$ cat config.mk
export PLATFORM = sky130hd
export DESIGN_NAME = main_fsm
export DESIGN_NICKNAME = d
export VERILOG_FILES = /design/src/rtl/main_fsm_pkg.sv /design/src/rtl/main_fsm_outdec.sv /design/src/rtl/main_fsm.sv
export SDC_FILE = /design/constraint.sdc
export NUM_CORES = 1
export LEC_CHECK = 0
export BUFFER_PORTS_ARGS = -buffer_cell sky130_fd_sc_hd__buf_4
export CAP_MARGIN = 20
export CORE_MARGIN = 5
export CORE_UTILIZATION = 33
export DETAILED_ROUTE_END_ITERATION = 8
export HOLD_SLACK_MARGIN = 0.12
export SLEW_MARGIN = 20
export SYNTH_ARGS = -nofsm -noshare
export SYNTH_HDL_FRONTEND = slang
export SYNTH_SLANG_ARGS = --single-unit
$ cat constraint.sdc
create_clock -name clk -period 1.2 [get_ports clk]
set_input_delay 0.12 -clock clk [delete_from_list [all_inputs] [get_ports clk]]
set_output_delay 0.12 -clock clk [all_outputs]
set_load 0.01 [all_outputs]
$ cat src/rtl/main_fsm_pkg.sv
// Shared multicycle RISC-V controller types: opcodes, FSM states,
// datapath mux encodings and immediate-format selects.
package main_fsm_pkg;

  typedef logic [6:0] opcodetype;

  localparam opcodetype OP_LW  = 7'b0000011;
  localparam opcodetype OP_SW  = 7'b0100011;
  localparam opcodetype OP_R   = 7'b0110011;
  localparam opcodetype OP_I   = 7'b0010011;
  localparam opcodetype OP_JAL = 7'b1101111;
  localparam opcodetype OP_BEQ = 7'b1100011;
  localparam opcodetype OP_LUI = 7'b0110111;

  typedef enum logic [3:0] {
    FETCH,
    DECODE,
    MEMADR,
    MEMREAD,
    MEMWB,
    MEMWRITE,
    EXECUTER,
    EXECUTEI,
    ALUWB,
    JAL,
    BEQ,
    LUI
  } statetype;

  localparam logic [1:0] SRCA_PC    = 2'b00;
  localparam logic [1:0] SRCA_OLDPC = 2'b01;
  localparam logic [1:0] SRCA_REGA  = 2'b10;

  localparam logic [1:0] SRCB_WD    = 2'b00;
  localparam logic [1:0] SRCB_IMM   = 2'b01;
  localparam logic [1:0] SRCB_FOUR  = 2'b10;

  localparam logic [1:0] ALUOP_ADD  = 2'b00;
  localparam logic [1:0] ALUOP_SUB  = 2'b01;
  localparam logic [1:0] ALUOP_FN   = 2'b10;

  localparam logic [1:0] RES_ALUOUT = 2'b00;
  localparam logic [1:0] RES_DATA   = 2'b01;
  localparam logic [1:0] RES_ALURES = 2'b10;
  localparam logic [1:0] RES_IMM    = 2'b11;

  localparam logic [2:0] IMM_I = 3'b000;
  localparam logic [2:0] IMM_S = 3'b001;
  localparam logic [2:0] IMM_B = 3'b010;
  localparam logic [2:0] IMM_J = 3'b011;
  localparam logic [2:0] IMM_U = 3'b100;

  typedef struct packed {
    logic       adr_src;
    logic       ir_write;
    logic [1:0] alu_src_a;
    logic [1:0] alu_src_b;
    logic [1:0] alu_op;
    logic [1:0] result_src;
    logic       pc_update;
    logic       branch;
    logic       reg_write;
    logic       mem_write;
    logic       instr_done;
  } ctrl_t;

  function automatic logic is_legal(opcodetype o);
    case (o)
      OP_LW, OP_SW, OP_R, OP_I,
      OP_JAL, OP_BEQ, OP_LUI: return 1'b1;
      default:                return 1'b0;
    endcase
  endfunction

  function automatic logic [2:0] imm_src_of(opcodetype o);
    case (o)
      OP_SW:   return IMM_S;
      OP_BEQ:  return IMM_B;
      OP_JAL:  return IMM_J;
      OP_LUI:  return IMM_U;
      default: return IMM_I;
    endcase
  endfunction

endpackage

$ cat src/rtl/main_fsm_outdec.sv
// Moore output decode: maps the controller state onto the
// datapath control bundle.
module main_fsm_outdec
  import main_fsm_pkg::*;
(
  input  statetype state_i,
  output ctrl_t    ctrl_o
);

  always_comb begin
    ctrl_o = '0;
    case (state_i)
      FETCH: begin
        ctrl_o.ir_write   = 1'b1;
        ctrl_o.alu_src_a  = SRCA_PC;
        ctrl_o.alu_src_b  = SRCB_FOUR;
        ctrl_o.alu_op     = ALUOP_ADD;
        ctrl_o.result_src = RES_ALURES;
        ctrl_o.pc_update  = 1'b1;
      end
      DECODE: begin
        ctrl_o.alu_src_a = SRCA_OLDPC;
        ctrl_o.alu_src_b = SRCB_IMM;
        ctrl_o.alu_op    = ALUOP_ADD;
      end
      MEMADR: begin
        ctrl_o.alu_src_a = SRCA_REGA;
        ctrl_o.alu_src_b = SRCB_IMM;
        ctrl_o.alu_op    = ALUOP_ADD;
      end
      MEMREAD: begin
        ctrl_o.result_src = RES_ALUOUT;
        ctrl_o.adr_src    = 1'b1;
      end
      MEMWB: begin
        ctrl_o.result_src = RES_DATA;
        ctrl_o.reg_write  = 1'b1;
        ctrl_o.instr_done = 1'b1;
      end
      MEMWRITE: begin
        ctrl_o.result_src = RES_ALUOUT;
        ctrl_o.adr_src    = 1'b1;
        ctrl_o.mem_write  = 1'b1;
        ctrl_o.instr_done = 1'b1;
      end
      EXECUTER: begin
        ctrl_o.alu_src_a = SRCA_REGA;
        ctrl_o.alu_src_b = SRCB_WD;
        ctrl_o.alu_op    = ALUOP_FN;
      end
      EXECUTEI: begin
        ctrl_o.alu_src_a = SRCA_REGA;
        ctrl_o.alu_src_b = SRCB_IMM;
        ctrl_o.alu_op    = ALUOP_FN;
      end
      ALUWB: begin
        ctrl_o.result_src = RES_ALUOUT;
        ctrl_o.reg_write  = 1'b1;
        ctrl_o.instr_done = 1'b1;
      end
      JAL: begin
        ctrl_o.alu_src_a  = SRCA_OLDPC;
        ctrl_o.alu_src_b  = SRCB_FOUR;
        ctrl_o.alu_op     = ALUOP_ADD;
        ctrl_o.result_src = RES_ALUOUT;
        ctrl_o.pc_update  = 1'b1;
      end
      BEQ: begin
        ctrl_o.alu_src_a  = SRCA_REGA;
        ctrl_o.alu_src_b  = SRCB_WD;
        ctrl_o.alu_op     = ALUOP_SUB;
        ctrl_o.result_src = RES_ALUOUT;
        ctrl_o.branch     = 1'b1;
        ctrl_o.instr_done = 1'b1;
      end
      LUI: begin
        ctrl_o.result_src = RES_IMM;
        ctrl_o.reg_write  = 1'b1;
        ctrl_o.instr_done = 1'b1;
      end
      default: ctrl_o = '0;
    endcase
  end

endmodule

$ cat src/rtl/main_fsm.sv
// Multicycle RISC-V main controller: state register, next-state
// logic and the datapath strobe outputs.
module main_fsm
  import main_fsm_pkg::*;
(
  input  logic       clk,
  input  logic       reset,
  input  opcodetype  op,
  output logic       AdrSrc,
  output logic       IRWrite,
  output logic [1:0] ALUSrcA,
  output logic [1:0] ALUSrcB,
  output logic [1:0] ALUOp,
  output logic [1:0] ResultSrc,
  output logic       PCUpdate,
  output logic       Branch,
  output logic       RegWrite,
  output logic       MemWrite,
  output logic       InstrDone,
  output logic       IllegalOp
);

  statetype state_q;
  statetype state_d;
  ctrl_t    ctrl;

  always_ff @(posedge clk or posedge reset) begin
    if (reset) state_q <= FETCH;
    else       state_q <= state_d;
  end

  // op is only consulted in DECODE and MEMADR
  always_comb begin
    state_d = FETCH;
    case (state_q)
      FETCH:  state_d = DECODE;
      DECODE: begin
        case (op)
          OP_LW, OP_SW: state_d = MEMADR;
          OP_R:         state_d = EXECUTER;
          OP_I:         state_d = EXECUTEI;
          OP_JAL:       state_d = JAL;
          OP_BEQ:       state_d = BEQ;
          OP_LUI:       state_d = LUI;
          default:      state_d = FETCH;
        endcase
      end
      MEMADR:   state_d = (op == OP_SW) ? MEMWRITE : MEMREAD;
      MEMREAD:  state_d = MEMWB;
      EXECUTER: state_d = ALUWB;
      EXECUTEI: state_d = ALUWB;
      JAL:      state_d = ALUWB;
      default:  state_d = FETCH;
    endcase
  end

  main_fsm_outdec u_outdec (
    .state_i (state_q),
    .ctrl_o  (ctrl)
  );

  assign AdrSrc    = ctrl.adr_src;
  assign IRWrite   = ctrl.ir_write;
  assign ALUSrcA   = ctrl.alu_src_a;
  assign ALUSrcB   = ctrl.alu_src_b;
  assign ALUOp     = ctrl.alu_op;
  assign ResultSrc = ctrl.result_src;
  assign PCUpdate  = ctrl.pc_update;
  assign Branch    = ctrl.branch;
  assign RegWrite  = ctrl.reg_write;
  assign MemWrite  = ctrl.mem_write;
  assign InstrDone = ctrl.instr_done;
  assign IllegalOp = (state_q == DECODE) && !is_legal(op);

endmodule

# Word-level counts from Yosys, hierarchy flattened
# Cells that the tools add are included.
dict set report totals {
  register_bits 4
  input_bits 9
  output_inout_bits 16
}
dict set report classes {
  n_eq_ne 18
  mux 13
  reduce_logical 10
}
# operator count
set op_table {}
lappend op_table {{case mux 6 bit (7 select lines)} 1}
lappend op_table {{case mux 4 bit (6 select lines)} 1}
lappend op_table {{== test 7 x 6 -> 1 bit (second input constant)} 3}
lappend op_table {{case mux 4 bit (5 select lines)} 1}
lappend op_table {{== test 4 x 3 -> 1 bit (second input constant)} 4}
lappend op_table {{== test 4 bit (second input constant)} 4}
lappend op_table {{== test 7 bit (second input constant)} 2}
lappend op_table {{== test 4 x 2 -> 1 bit (second input constant)} 2}
lappend op_table {{two-way mux 1 bit} 8}
lappend op_table {{== test 7 x 2 -> 1 bit (second input constant)} 1}
lappend op_table {{== test 7 x 5 -> 1 bit (second input constant)} 1}
lappend op_table {{OR reduction 7 bit} 1}
lappend op_table {{case mux 2 bit (3 select lines)} 1}
lappend op_table {{OR reduction 2 bit} 3}
lappend op_table {{OR reduction 3 bit} 2}
lappend op_table {{OR reduction 5 bit} 1}
lappend op_table {{== test 4 x 1 -> 1 bit (second input constant)} 1}
lappend op_table {{zero test 4 bit} 1}
lappend op_table {{two-way mux 3 bit} 1}
lappend op_table {{logical AND 1 bit} 1}
lappend op_table {{zero test 1 bit} 1}

# Logic depth before layout (Yosys ltp)
# Gate-level depths: netlist of run 1.
dict set report logic_depth {
  depth_word 5
  ltp_mapped 4
}

# Cells and area by module
# From an unflattened synthesis of run 1, not the netlist that was laid out.
dict set report unflattened {
  hier_cells 71
  hier_area_um2 544.3
}
# module n_inst cells_each area_per_inst_um2 seq_area_each_um2
set by_module_without_submodules {}
lappend by_module_without_submodules {main_fsm 1 36 326.6 100.1}
lappend by_module_without_submodules {main_fsm_outdec 1 35 217.7 0.0}

# Worst setup path before layout of run 1
# No wires, ideal clock.
dict set report synth_timing {
  path_type {register to output}
  start {register state_q[1]}
  end {output ResultSrc[1]}
  arrival_time_ps 1115
  path_slack_ps -35
  stages_incl_launch_ff 4
  path_buffers 1
  path_cell_list {dfrtp_1 > buf_6 > or3_1 > a21oi_1}
}
dict set report synth_via {
  elab_chain_len 2
  word_cells_on_any_way 4
  classes_between {eq/ne: 2; mux: 1; reduce/logical: 1}
}
# item line_no
set synth_rtl {}
lappend synth_rtl {{start: declaration} main_fsm.sv:23} ;# statetype state_q;
lappend synth_rtl {{start signal: assignment} main_fsm.sv:29} ;# else state_q <= state_d;
lappend synth_rtl {{== test 4 bit, or another cell as far along} main_fsm_outdec.sv:12} ;# case (state_i)
lappend synth_rtl {{case mux 2 bit (3 select lines) *} main_fsm_outdec.sv:12}
lappend synth_rtl {{end: declaration} main_fsm.sv:14} ;# output logic [1:0] ResultSrc,
# Every way passes the cells marked *; elsewhere a longest branch is shown, timed or not.

# Worst setup path after layout of run 1
dict set report layout_timing {
  start {register state_q[1]}
  end {output ALUSrcB[0]}
}
dict set report layout_via {
  elab_chain_len 2
  word_cells_on_any_way 8
  classes_between {eq/ne: 6; mux: 1; reduce/logical: 1}
}
# item line_no
set layout_rtl {}
lappend layout_rtl {{== test 4 bit, or another cell as far along} main_fsm_outdec.sv:12}
lappend layout_rtl {{case mux 6 bit (7 select lines) *} main_fsm_outdec.sv:12}
lappend layout_rtl {{end: declaration} main_fsm.sv:12} ;# output logic [1:0] ALUSrcB,
# Marked as above.

==> summary.md, run 1 <==
| Metric | Value |
|---|---|
| Die extent in y | 50.3 um |
| Number of antenna diodes | 0 |
| Reg-to-reg slack, setup | -0.15 ns |
| HPWL reported at the end of detailed placement | 1160 um |
| Worst-case vdd ir drop | 1.01 mV |
| DRC | 0 |
| Worst Path Required | 1.08 ns |
| Maximum fanout count along the critical path | 6 |
| Number of register bits inferred by synthesis | 4 |
| Global-route wire length before repair | 2620 um |
| Number of flops mapped to enable cells by yosys | 0 |
| Data arrival time at the worst-slack endpoint | 1.42 ns |
| GR Overflow Total | 0 |
| Share of the cycle needed by the critical path after routing | 128% |
| Int Pwr | 1.10 mW |
| Standard-cell row count | 14 |
| Clock insertion delay at the later pin of the skew report | 0.24 ns |
| WL per Instance | 13.7 um |
| Clock-pin slew reported for the worst setup and hold paths after clock tree synthesis | 0.04 ns |
| Maximum capacitance violations | 0 |
| Number of standard cells after synthesis | 64 |
| Drt via density | 5.24 |
| Share of flip-flops with an asynchronous set or reset after synthesis | 100% |
| Category of the worst setup path capture point | output port |
| Via count of the routed design | 708 |
| Least setup slack across all paths after layout | -0.339 ns |
| CTS sink cnt | 4 |
| Cell area after layout | 1080 um2 |
| Maximum buffer depth of the clock tree | 2 |
| Worst Clk Skew | 0.00347 ns |
| IO Pins | 25 |
| Core area | 1520 um2 |
| Setup TNS after final layout | -4.55 ns |
| Clk Tree Root Cell | sky130_fd_sc_hd__clkbuf_4 |
| Logic gate share of total power | 78.3% |
| Clock share of power | 9.7% |
| Number of global-route vias before repair | 630 |
| Leak | 0.553 nW |
| Maximum number of pins on one net before global-route repair | 10 |
| Number of warning messages in the yosys log | 0 |
| CTS tree | built |
| Most used DFF post-synth | sky130_fd_sc_hd__dfrtp_1 |
| Total iterations of the first detailed-routing run | 4 |
| Count of H-tree levels built during CTS | 1 |
| Synthesis-to-finish area growth | 101% |
| Number of setup violations in the final report | 20 |
| Proportion of synthesized chip area in sequential cells | 18.6% |
| Worst min-delay path category | primary input to flop |
| Mean cell area of the mapped netlist | 8.39 um2 |
| Biggest register | state_q |
| Final-stage net count | 130 |
| Outcome | finished, violations left |
| Worst hold path depth | 3 |
| Clock buffers created by TritonCTS | 3 |
| Fmax | 650 MHz |
| Register share of total power | 12.0% |
| Worst-margin pin slew | 0.317 ns |
| Unrepaired setup endpoints after global routing | true |
| Synth cell types | 36 |
| Net switching fraction of the power | 37.7% |
| Total power after layout | 1.76 mW |
| Number of flip-flops under the largest register name | 4 |
| Count of port buffers added during placement | 24 |
| Syn Nets | 73 |
| Ratio of cells with drive above 1 in the final layout | 68.1% |
| Placer's final routability congestion estimate | 0.834 |
| Worst reg2reg path depth | 6 |
| Initial antenna violation count | 0 |
| Leading registers by flop count | state_q: 4 flops |
| Initial core utilization | 35.2% |
| Die boundary width | 50.3 um |
| Global-route usage over all layers | 13.0% |
| Power density over the cells | 1630 nW/um2 |
| Total cell area at the placement stage | 822 um2 |
| Violated checks | setup timing |
| Aggregate routed wire length | 1850 um |
| Worst Setup Start Kind | flop |
| Final Max Tran Viols | 0 |
| Crit path kind | flop to output port |
| Drt first-iter violations | 9 |
| Overall die area | 2530 um2 |
| Final hold viol count | 0 |
| Mapped Area | 537 um2 |
| Relative slew margins | 78.6% |
| Antenna viol nets, final | 0 |
| Clock period minus final worst setup slack | 1.54 ns |
| Net switching power | 662 uW |
-- stage by stage --
stage / hold WS (ns) / setup WS [ns] / instances / util [%]
after detailed placement: 0.0148 / -0.121 / 116 / 53.9
after global placement: 0.0142 / -0.0949 / 116 / 53.9
after global routing: 0.220 / -0.407 / 135 / 70.9
after floorplan: -0.114 / 0.0120 / 64 / -
after CTS: 0.190 / -0.316 / 130 / 64.2
final: 0.189 / -0.339 / 135 / 70.9
-- final timing paths --
check / startpoint / end
worst max-delay path: state_q[1] / ALUSrcB[0]
worst min-delay path: op[4] / state_q[2]
worst max register to register: state_q[0] / state_q[0]
worst min register to register: state_q[3] / state_q[0]
max in group asynchronous: reset / state_q[3]
min in group asynchronous: reset / state_q[0]
-- critical path, cell delays in order, from the launching register on --
cell	delay, ns
sky130_fd_sc_hd__dfrtp_2	0.45
sky130_fd_sc_hd__buf_6	0.14
sky130_fd_sc_hd__nor3b_4	0.30
sky130_fd_sc_hd__a21oi_2	0.05
sky130_fd_sc_hd__nor2_1	0.10
sky130_fd_sc_hd__buf_4	0.13
-- kinds of logic (layout without fill, tap and decap cells) --
kind of cell | Yosys count | count (layout) | synth area share (%)
AO/OA/AOI/OAI | 17 | 17 | 22.6
AND/OR/NAND/NOR | 33 | 33 | 44.8
buffers and inverters | 8 | 63 | 10.7
flip-flops | 4 | 4 | 18.6
XOR/XNOR | 2 | 2 | 3.26
-- power by group through the flow --
stage               Sequential [mW]  Clock (mW)  Combinational [mW]
floorplan                     0.175           0               0.547
global placement              0.232           0               0.965
detailed placement            0.230           0               0.977
CTS                           0.235       0.173                1.11
global route                  0.219       0.191                1.46
finish                        0.210       0.171                1.38
-- timing repair --
action / CTS / global route
hold endpoints to repair: 4 / 0
buffers inserted: 11 / 6
gates resized for setup: 17 / 16
endpoints found under the setup margin: 20 / 20
hold buffers: 1 / 0
pin swaps: 5 / 7
-- cell usage in the layout, fill, tap and decap left out, types with 2 or more instances in the layout --
cell	netlist	final
sky130_fd_sc_hd__buf_4	1	44
sky130_fd_sc_hd__buf_6	3	12
sky130_fd_sc_hd__nor2_1	6	5
sky130_fd_sc_hd__o21ai_1	2	4
sky130_fd_sc_hd__dfrtp_2	0	4
sky130_fd_sc_hd__inv_1	3	3
sky130_fd_sc_hd__nand2_1	3	3
sky130_fd_sc_hd__clkbuf_4	0	3
sky130_fd_sc_hd__nor2b_1	2	2
sky130_fd_sc_hd__a21o_1	2	2
sky130_fd_sc_hd__and3_1	2	2
sky130_fd_sc_hd__a21oi_2	0	2
sky130_fd_sc_hd__o31ai_2	0	2
sky130_fd_sc_hd__and3b_1	2	2
sky130_fd_sc_hd__nand4_1	2	2
-- synth_stat cells, types with 2 or more instances --
cell	n	area share, %
sky130_fd_sc_hd__buf_6	3	6.3
sky130_fd_sc_hd__o21ai_1	2	1.9
sky130_fd_sc_hd__o21ai_0	3	2.8
sky130_fd_sc_hd__nand3_1	2	1.9
sky130_fd_sc_hd__nand4_1	2	2.3
sky130_fd_sc_hd__dfrtp_1	4	19
sky130_fd_sc_hd__xnor2_1	2	3.3
sky130_fd_sc_hd__nor2_1	6	4.2
sky130_fd_sc_hd__inv_1	3	2.1
sky130_fd_sc_hd__a21oi_1	2	1.9
sky130_fd_sc_hd__or3_1	2	2.3
sky130_fd_sc_hd__nor2b_1	2	2.3
sky130_fd_sc_hd__a21o_1	2	2.8
sky130_fd_sc_hd__o31ai_1	2	2.8
sky130_fd_sc_hd__and3_1	2	2.3
sky130_fd_sc_hd__and3b_1	2	3.3
sky130_fd_sc_hd__nand2_1	3	2.1
sky130_fd_sc_hd__nor3_1	2	1.9
-- layer usage --
layer / track usage (%) / vias up / routed length, um
met2: 24.7 / 17 / 1010
li1: - / 354 / -
met4: 6.38 / 0 / 15
met5: 0 / - / 0
met3: 2.37 / 2 / 95
met1: 13.3 / 335 / 722
-- layout make-up --
class | count | area, um2
Timing Repair Buffer | 57 | 475
Multi-Input combinational cell | 52 | 445
Fill cell | 130 | 444
Sequential cell | 4 | 105
Clock buffer | 3 | 22.5
Tap cell | 16 | 20.0
Inverter | 3 | 11.3
No activity file was read; power rests on OpenSTA's default activity.
==> inputs of run 2 (changes only) <==
==> constraint.sdc (replaced) <==
create_clock -name clk -period 1.2 [get_ports clk]
set_input_delay 0.12 -clock clk [delete_from_list [all_inputs] [get_ports clk]]
set_output_delay 0.12 -clock clk [all_outputs]
set_load 0.05 [all_outputs]
==> summary.md, run 2 (synthesized netlist as in run 1, its figures left out) <==
| Metric | Value |
|---|---|
| Final Max Tran Viols | 0 (unchanged) |
| Initial antenna violation count | 0 (unchanged) |
| Antenna viol nets, final | 0 (unchanged) |
| Outcome | finished, violations left (unchanged) |
| Cells after DPL | 119 (was 116) |
| Most frequent cells in the layout | sky130_fd_sc_hd__buf_4, sky130_fd_sc_hd__buf_6, sky130_fd_sc_hd__buf_8 (was sky130_fd_sc_hd__buf_4, sky130_fd_sc_hd__buf_6, sky130_fd_sc_hd__nor2_1) |
| IO Pins | 25 (unchanged) |
| Maximum capacitance violations | 0 (unchanged) |
| Drt via density | 5.32 (was 5.24) |
| Power density over the cells | 2050 nW/um2 (was 1630 nW/um2) |
| Biggest register | state_q (unchanged) |
| Core area | 1520 um2 (unchanged) |
| Min-Delay Startpoint | op[4] (unchanged) |
| Die extent in y | 50.3 um (unchanged) |
| Relative slew margins | 79.4% (was 78.6%) |
| Reg-to-reg slack, setup | -0.18 ns (was -0.15 ns) |
| CTS sink cnt | 4 (unchanged) |
| Worst Setup Start Kind | flop (unchanged) |
| Ratio of cells with drive above 1 in the final layout | 73.7% (was 68.1%) |
| Share of the cycle needed by the critical path after routing | 134% (was 128%) |
| Maximum buffer depth of the clock tree | 2 (unchanged) |
| Standard-cell row count | 14 (unchanged) |
| Maximum number of pins on one net before global-route repair | 11 (was 10) |
| Cell area after layout | 1190 um2 (was 1080 um2) |
| Minimum setup slack after placement | -0.220 ns (was -0.121 ns) |
| Initial core utilization | 35.2% (unchanged) |
| Clk Tree Root Cell | sky130_fd_sc_hd__clkbuf_4 (unchanged) |
| Worst Clk Skew | 0.00395 ns (was 0.00347 ns) |
| Leak | 0.529 nW (was 0.553 nW) |
| Fmax | 620 MHz (was 650 MHz) |
| Aggregate routed wire length | 1810 um (was 1850 um) |
| Die boundary width | 50.3 um (unchanged) |
| Global-route met3 utilization | 2.07% (was 2.37%) |
| Number of flip-flops under the largest register name | 4 (unchanged) |
| Global-route usage over all layers | 15.4% (was 13.0%) |
| Clock period minus final worst setup slack | 1.61 ns (was 1.54 ns) |
| WL per Instance | 14.0 um (was 13.7 um) |
| Global-route met2 utilization | 30.3% (was 24.7%) |
| Worst hold path depth | 3 (unchanged) |
| GR Overflow Total | 0 (unchanged) |
| Violated checks | setup timing (unchanged) |
| Endpoint of the worst hold path | state_q[2] (unchanged) |
| CTS tree | built (unchanged) |
| Met1 track utilization from global routing | 15.4% (was 13.3%) |
| Final-stage net count | 125 (was 130) |
| Placer's final routability congestion estimate | 0.821 (was 0.834) |
| Leading cell type in the layout, fill and taps excluded | sky130_fd_sc_hd__buf_4 (unchanged) |
| HPWL reported at the end of detailed placement | 1280 um (was 1160 um) |
| Overall die area | 2530 um2 (unchanged) |
| Least setup slack across all paths after layout | -0.412 ns (was -0.339 ns) |
| Final hold viol count | 0 (unchanged) |
| Category of the worst setup path capture point | output port (unchanged) |
| Net switching fraction of the power | 50.2% (was 37.7%) |
| Total power after layout | 2.44 mW (was 1.76 mW) |
| Maximum fanout count along the critical path | 3 (was 6) |
| Count of port buffers added during placement | 24 (unchanged) |
| Int Pwr | 1.21 mW (was 1.10 mW) |
| Net switching power | 1.22 mW (was 662 uW) |
| Crit path kind | flop to output port (unchanged) |
| Total cell area at the placement stage | 932 um2 (was 822 um2) |
| Number of standard cells in the layout, taps in and fillers out | 130 (was 135) |
| Clock-pin slew reported for the worst setup and hold paths after clock tree synthesis | 0.04 ns (about the same) |
| Most used routing layer | met2 (unchanged) |
| Worst-margin pin slew | 0.307 ns (was 0.317 ns) |
| Worst R2R End | state_q[3] (was state_q[0]) |
| Worst-case vdd ir drop | 1.75 mV (was 1.01 mV) |
| Unrepaired setup endpoints after global routing | true (unchanged) |
| Total iterations of the first detailed-routing run | 4 (unchanged) |
| Number of global-route vias before repair | 691 (was 630) |
| Global-route wire length before repair | 3020 um (was 2620 um) |
| Count of H-tree levels built during CTS | 1 (unchanged) |
| Data arrival time at the worst-slack endpoint | 1.49 ns (was 1.42 ns) |
| Reg-to-reg startpoint | state_q[1] (was state_q[0]) |
| Clock share of power | 7.1% (was 9.7%) |
| Synthesis-to-finish area growth | 122% (was 101%) |
| Worst min-delay path category | primary input to flop (unchanged) |
| DRC | 0 (unchanged) |
| Register share of total power | 9.4% (was 12.0%) |
| Clock buffers created by TritonCTS | 3 (unchanged) |
| Drt first-iter violations | 10 (was 9) |
| Via count of the routed design | 692 (was 708) |
| Worst Path Required | 1.08 ns (about the same) |
| Number of setup violations in the final report | 19 (was 20) |
| Logic gate share of total power | 83.5% (was 78.3%) |
| Leading registers by flop count | state_q: 4 flops (unchanged) |
| Worst reg2reg path depth | 6 (unchanged) |
| Number of antenna diodes | 0 (unchanged) |
| Clock insertion delay at the later pin of the skew report | 0.24 ns (about the same) |
-- run 2: power by group through the flow --
stage | sequential (mW) | combinational [mW] | clock [mW]
3_5_place_dp | 0.225 | 1.66 | 0
4_1_cts | 0.226 | 1.97 | 0.182
5_1_grt | 0.237 | 2.12 | 0.199
2_1_floorplan | 0.175 | 1.17 | 0
3_3_place_gp | 0.224 | 1.64 | 0
6_report | 0.230 | 2.04 | 0.173
-- run 2: layout make-up --
cell class / count / area, um2
Sequential cell: 4 / 104
Tap cell: 16 / 20.0
Multi-Input combinational cell: 52 / 524
Clock buffer: 3 / 22.5
Inverter: 3 / 11.3
Timing Repair Buffer: 52 / 510
Fill cell: 100 / 332
-- run 2: layer usage --
layer  share of wire, %  routed length, um  up-vias
met1                 37                666      325
met3                4.9                 88        2
met5                  0                  0        -
li1                   -                  -      344
met2                 57               1030       21
met4                1.8                 33        0
-- run 2: metrics by stage --
stage	utilization, %	hold slack (ns)	setup TNS, ns
after floorplan	-	-0.114	-3.75
after global placement	61.2	0.0129	-2.38
after detailed placement	61.2	0.0191	-2.71
after CTS	75.3	0.171	-5.94
after global routing	78.2	0.209	-7.06
final	78.2	0.184	-5.85
-- run 2: timing repair --
action / 4_1_cts / 5_1_grt
gates resized for setup: 37 / 7
setup buffers: 5 / 2
hold buffers: 1 / 0
gates cloned: 0 / 0
endpoints found under the hold margin: 4 / 0
pin swaps: 8 / 5
setup endpoints to repair: 20 / 20
-- run 2: worst max path at each step --
stage                           from  cells past startpoint          to
final                     state_q[1]                      5  ALUSrcB[1]
after global routing      state_q[1]                      5    PCUpdate
after CTS                 state_q[1]                      5  ALUSrcB[1]
after detailed placement  state_q[2]                      4  ALUSrcB[1]
after global placement    state_q[2]                      4  ALUSrcB[1]
after floorplan           state_q[2]                      4  ALUSrcB[0]
-- run 2: worst max-delay path, cell delays in order (launching register included) --
cell and delay, ns:
sky130_fd_sc_hd__dfrtp_1 0.38, sky130_fd_sc_hd__buf_6 0.13, sky130_fd_sc_hd__buf_6 0.12, sky130_fd_sc_hd__nor4_4 0.35
sky130_fd_sc_hd__a21o_4 0.14, sky130_fd_sc_hd__buf_8 0.13
==> inputs of run 3 (changes only) <==
--- a/config.mk
+++ b/config.mk
@@ -5,10 +5,12 @@
 export SDC_FILE = /design/constraint.sdc
 export NUM_CORES = 1
 export LEC_CHECK = 0
+export ABC_AREA = 1
 export BUFFER_PORTS_ARGS = -buffer_cell sky130_fd_sc_hd__buf_4
 export CAP_MARGIN = 20
 export CORE_MARGIN = 5
 export CORE_UTILIZATION = 33
+export CTS_BUF_LIST = sky130_fd_sc_hd__clkbuf_8
 export DETAILED_ROUTE_END_ITERATION = 8
 export HOLD_SLACK_MARGIN = 0.12
 export SLEW_MARGIN = 20
==> summary.md, run 3 <==
| Metric | Value |
|---|---|
| Outcome | finished, violations left (unchanged) |
| Violated checks | setup timing (unchanged) |
| Clock insertion delay at the later pin of the skew report | 0.23 ns (was 0.24 ns) |
| WL per Instance | 14.4 um (was 14.0 um) |
| Logic gate share of total power | 80.5% (was 83.5%) |
| Worst hold slack | 0.188 ns (was 0.184 ns) |
| Maximum buffer depth of the clock tree | 2 (unchanged) |
| Number of flip-flops under the largest register name | 4 (unchanged) |
| Number of register bits inferred by synthesis | 4 (unchanged) |
| Relative slew margins | 87.2% (was 79.4%) |
| Die boundary width | 46.5 um (was 50.3 um) |
| Maximum number of pins on one net before global-route repair | 5 (was 11) |
| CTS sink cnt | 4 (unchanged) |
| Most used DFF post-synth | sky130_fd_sc_hd__dfrtp_1 (unchanged) |
| Via count of the routed design | 724 (was 692) |
| Clock period minus final worst setup slack | 1.50 ns (was 1.61 ns) |
| Setup TNS after final layout | -3.42 ns (was -5.85 ns) |
| Leading registers by flop count | state_q: 4 flops (unchanged) |
| Number of flops mapped to enable cells by yosys | 0 (unchanged) |
| Syn Nets | 92 (was 73) |
| Net switching fraction of the power | 53.4% (was 50.2%) |
| Synthesis-to-finish area growth | 161% (was 122%) |
| IO Pins | 25 (unchanged) |
| Placer's final routability congestion estimate | 0.749 (was 0.821) |
| Number of standard cells after synthesis | 83 (was 64) |
| Global-route usage over all layers | 21.2% (was 15.4%) |
| Clock share of power | 11.4% (was 7.1%) |
| Number of warning messages in the yosys log | 0 (unchanged) |
| Register share of total power | 8.1% (was 9.4%) |
| Final Max Tran Viols | 0 (unchanged) |
| Drt first-iter violations | 13 (was 10) |
| Worst Setup Start Kind | flop (unchanged) |
| Proportion of synthesized chip area in sequential cells | 22.7% (was 18.6%) |
| Area share of the largest cell type after synthesis | 23.0% (was 18.6%) |
| Number of global-route vias before repair | 760 (was 691) |
| Clock-pin slew reported for the worst setup and hold paths after clock tree synthesis | 0.04 ns (about the same) |
| Fillcell total | 65 (was 100) |
| Biggest register | state_q (unchanged) |
| Core area | 1280 um2 (was 1520 um2) |
| Share of the cycle needed by the critical path after routing | 125% (was 134%) |
| Number of setup violations in the final report | 16 (was 19) |
| GR Overflow Total | 0 (unchanged) |
| Final-stage net count | 141 (was 125) |
| Standard-cell row count | 13 (was 14) |
| Int Pwr | 1.23 mW (was 1.21 mW) |
| Mapped Area | 440 um2 (was 537 um2) |
| Die extent in y | 46.5 um (was 50.3 um) |
| CTS tree | built (unchanged) |
| Initial antenna violation count | 0 (unchanged) |
| Aggregate routed wire length | 2100 um (was 1810 um) |
| Initial core utilization | 34.3% (was 35.2%) |
| Total power after layout | 2.64 mW (was 2.44 mW) |
| Global-route met3 utilization | 3.52% (was 2.07%) |
| Overall die area | 2170 um2 (was 2530 um2) |
| Drt via density | 4.96 (was 5.32) |
| Clk Tree Root Cell | sky130_fd_sc_hd__clkbuf_8 (was sky130_fd_sc_hd__clkbuf_4) |
| Clock buffers created by TritonCTS | 3 (unchanged) |
| Multi-input logic area | 485 um2 (was 524 um2) |
| Unrepaired setup endpoints after global routing | true (unchanged) |
| Leading cell type in the layout, fill and taps excluded | sky130_fd_sc_hd__buf_4 (unchanged) |
| Final hold viol count | 0 (unchanged) |
| Maximum fanout count along the critical path | 4 (was 3) |
| Global-route wire length before repair | 3160 um (was 3020 um) |
| Net switching power | 1.41 mW (was 1.22 mW) |
| Biggest area contributors in the synthesized netlist | sky130_fd_sc_hd__nand2_1, sky130_fd_sc_hd__dfrtp_1, sky130_fd_sc_hd__nor2_1, sky130_fd_sc_hd__inv_1, sky130_fd_sc_hd__nand3_1 (was sky130_fd_sc_hd__dfrtp_1, sky130_fd_sc_hd__buf_6, sky130_fd_sc_hd__nor2_1, sky130_fd_sc_hd__nor4_4, sky130_fd_sc_hd__nor3b_4) |
| Worst min-delay path category | primary input to flop (unchanged) |
| Leak | 0.558 nW (was 0.529 nW) |
| Worst Clk Skew | 0.0104 ns (was 0.00395 ns) |
| Worst Path Required | 1.08 ns (about the same) |
| Most used routing layer | met2 (unchanged) |
| Crit path kind | flop to output port (unchanged) |
| Least setup slack across all paths after layout | -0.297 ns (was -0.412 ns) |
| Power density over the cells | 2300 nW/um2 (was 2050 nW/um2) |
| Count of port buffers added during placement | 24 (unchanged) |
| Most frequent cells in the layout | sky130_fd_sc_hd__buf_4, sky130_fd_sc_hd__nand2_1, sky130_fd_sc_hd__buf_6 (was sky130_fd_sc_hd__buf_4, sky130_fd_sc_hd__buf_6, sky130_fd_sc_hd__buf_8) |
| Maximum capacitance violations | 0 (unchanged) |
| Synth cell types | 15 (was 36) |
| Total iterations of the first detailed-routing run | 4 (unchanged) |
| Global-route met2 utilization | 43.1% (was 30.3%) |
| Fmax | 668 MHz (was 620 MHz) |
| Data arrival time at the worst-slack endpoint | 1.38 ns (was 1.49 ns) |
| Dominant cell type by area after synthesis | sky130_fd_sc_hd__nand2_1 (was sky130_fd_sc_hd__dfrtp_1) |
| Final cell utilization of the core | 89.3% (was 78.2%) |
| Most used standard cells in the synthesized netlist | sky130_fd_sc_hd__nand2_1, sky130_fd_sc_hd__nor2_1, sky130_fd_sc_hd__inv_1 (was sky130_fd_sc_hd__nor2_1, sky130_fd_sc_hd__dfrtp_1) |
| Combined flip-flop and latch cell area | 104 um2 (unchanged) |
| Count of H-tree levels built during CTS | 1 (unchanged) |
| Number of antenna diodes | 0 (unchanged) |
| Worst-case vdd ir drop | 1.33 mV (was 1.75 mV) |
| Antenna viol nets, final | 0 (unchanged) |
| Met1 track utilization from global routing | 19.4% (was 15.4%) |
| Mean cell area of the mapped netlist | 5.31 um2 (was 8.39 um2) |
| Ratio of cells with drive above 1 in the final layout | 64.9% (was 73.7%) |
| Share of flip-flops with an asynchronous set or reset after synthesis | 100% (unchanged) |
| DRC | 0 (unchanged) |
| HPWL reported at the end of detailed placement | 1340 um (was 1280 um) |
| Category of the worst setup path capture point | output port (unchanged) |
| Worst-margin pin slew | 0.190 ns (was 0.307 ns) |
| Leading cell type by number of instances after synthesis | sky130_fd_sc_hd__nand2_1 (was sky130_fd_sc_hd__nor2_1) |
-- run 3: cell types whose count changed in the layout (fill, tap and decap cells not counted), moves of 4 or more --
cell,change
sky130_fd_sc_hd__nand2_1,+17
sky130_fd_sc_hd__buf_4,-9
sky130_fd_sc_hd__nor2_4,+8
sky130_fd_sc_hd__inv_1,+6
sky130_fd_sc_hd__nand2_4,+6
sky130_fd_sc_hd__nor2_1,+5
sky130_fd_sc_hd__buf_6,+4
sky130_fd_sc_hd__nand3_1,+4
-- run 3: stage by stage --
step,cells,worst slack [ns],area [um2]
2_1_floorplan,83,-0.168,583
3_3_place_gp,139,-0.0871,910
6_report,146,-0.297,1150
5_1_grt,146,-0.369,1150
4_1_cts,146,-0.237,1090
3_5_place_dp,139,-0.107,910
-- run 3: final timing paths --
kind                         endpoint  startpoint  depth (start not counted)  slack (ns)
setup / recovery            InstrDone  state_q[0]                          6       -0.30
hold / removal             state_q[2]       op[4]                          3        0.19
setup reg to reg           state_q[3]  state_q[0]                          6        0.02
hold reg to reg            state_q[3]  state_q[3]                          3        0.71
max in group asynchronous  state_q[0]       reset                          3        0.67
min in group asynchronous  state_q[2]       reset                          3        0.35
-- run 3: area by class of cell --
type / count / share of cell area, %
multi-input combinational: 66 / 42.3
timing repair buffer: 44 / 38.2
sequential: 4 / 9.05
tap: 15 / 1.64
clock inverter: 1 / 0.327
inverter: 13 / 4.91
clock buffer: 3 / 3.60
-- run 3: cell families (layout without fill, tap and decap cells) --
group | count (synthesis) | in the layout | synth area share, %
buf+inv | 13 | 61 | 11.1
simple gates | 57 | 57 | 55.7
flops | 4 | 4 | 22.7
compound gates | 9 | 9 | 10.5
-- run 3: per-layer routing --
metal / share of wire [%] / vias up / wire, um
met3: 5.3 / 5 / 111
met5: 0 / - / 0
met1: 36 / 339 / 754
met4: 2.2 / 0 / 46
met2: 56 / 28 / 1180
li1: - / 352 / -
-- run 3: power by group through the flow --
stage                     clock network, mW  logic, mW  registers, mW
after detailed placement                  0       1.73          0.199
after floorplan                           0       1.18          0.203
after CTS                             0.300       2.00          0.202
final                                 0.300       2.12          0.214
after global placement                    0       1.71          0.198
after global routing                  0.317       2.21          0.216
-- run 3: worst max-delay path: stages, from the launching register on --
cell	delay, ns
sky130_fd_sc_hd__dfrtp_2	0.43
sky130_fd_sc_hd__buf_6	0.13
sky130_fd_sc_hd__nand2_4	0.10
sky130_fd_sc_hd__nor2_4	0.05
sky130_fd_sc_hd__nor3_2	0.20
sky130_fd_sc_hd__nand2_2	0.09
sky130_fd_sc_hd__buf_8	0.16
-- run 3: repair_timing --
action / 4_1_cts / 5_1_grt
endpoints found under the setup margin: 17 / 18
cloned: 0 / 0
gates resized for setup: 31 / 14
hold endpoints to repair: 4 / 0
hold buffers: 1 / 0
pin swaps: 6 / 7
setup buffers: 2 / 0
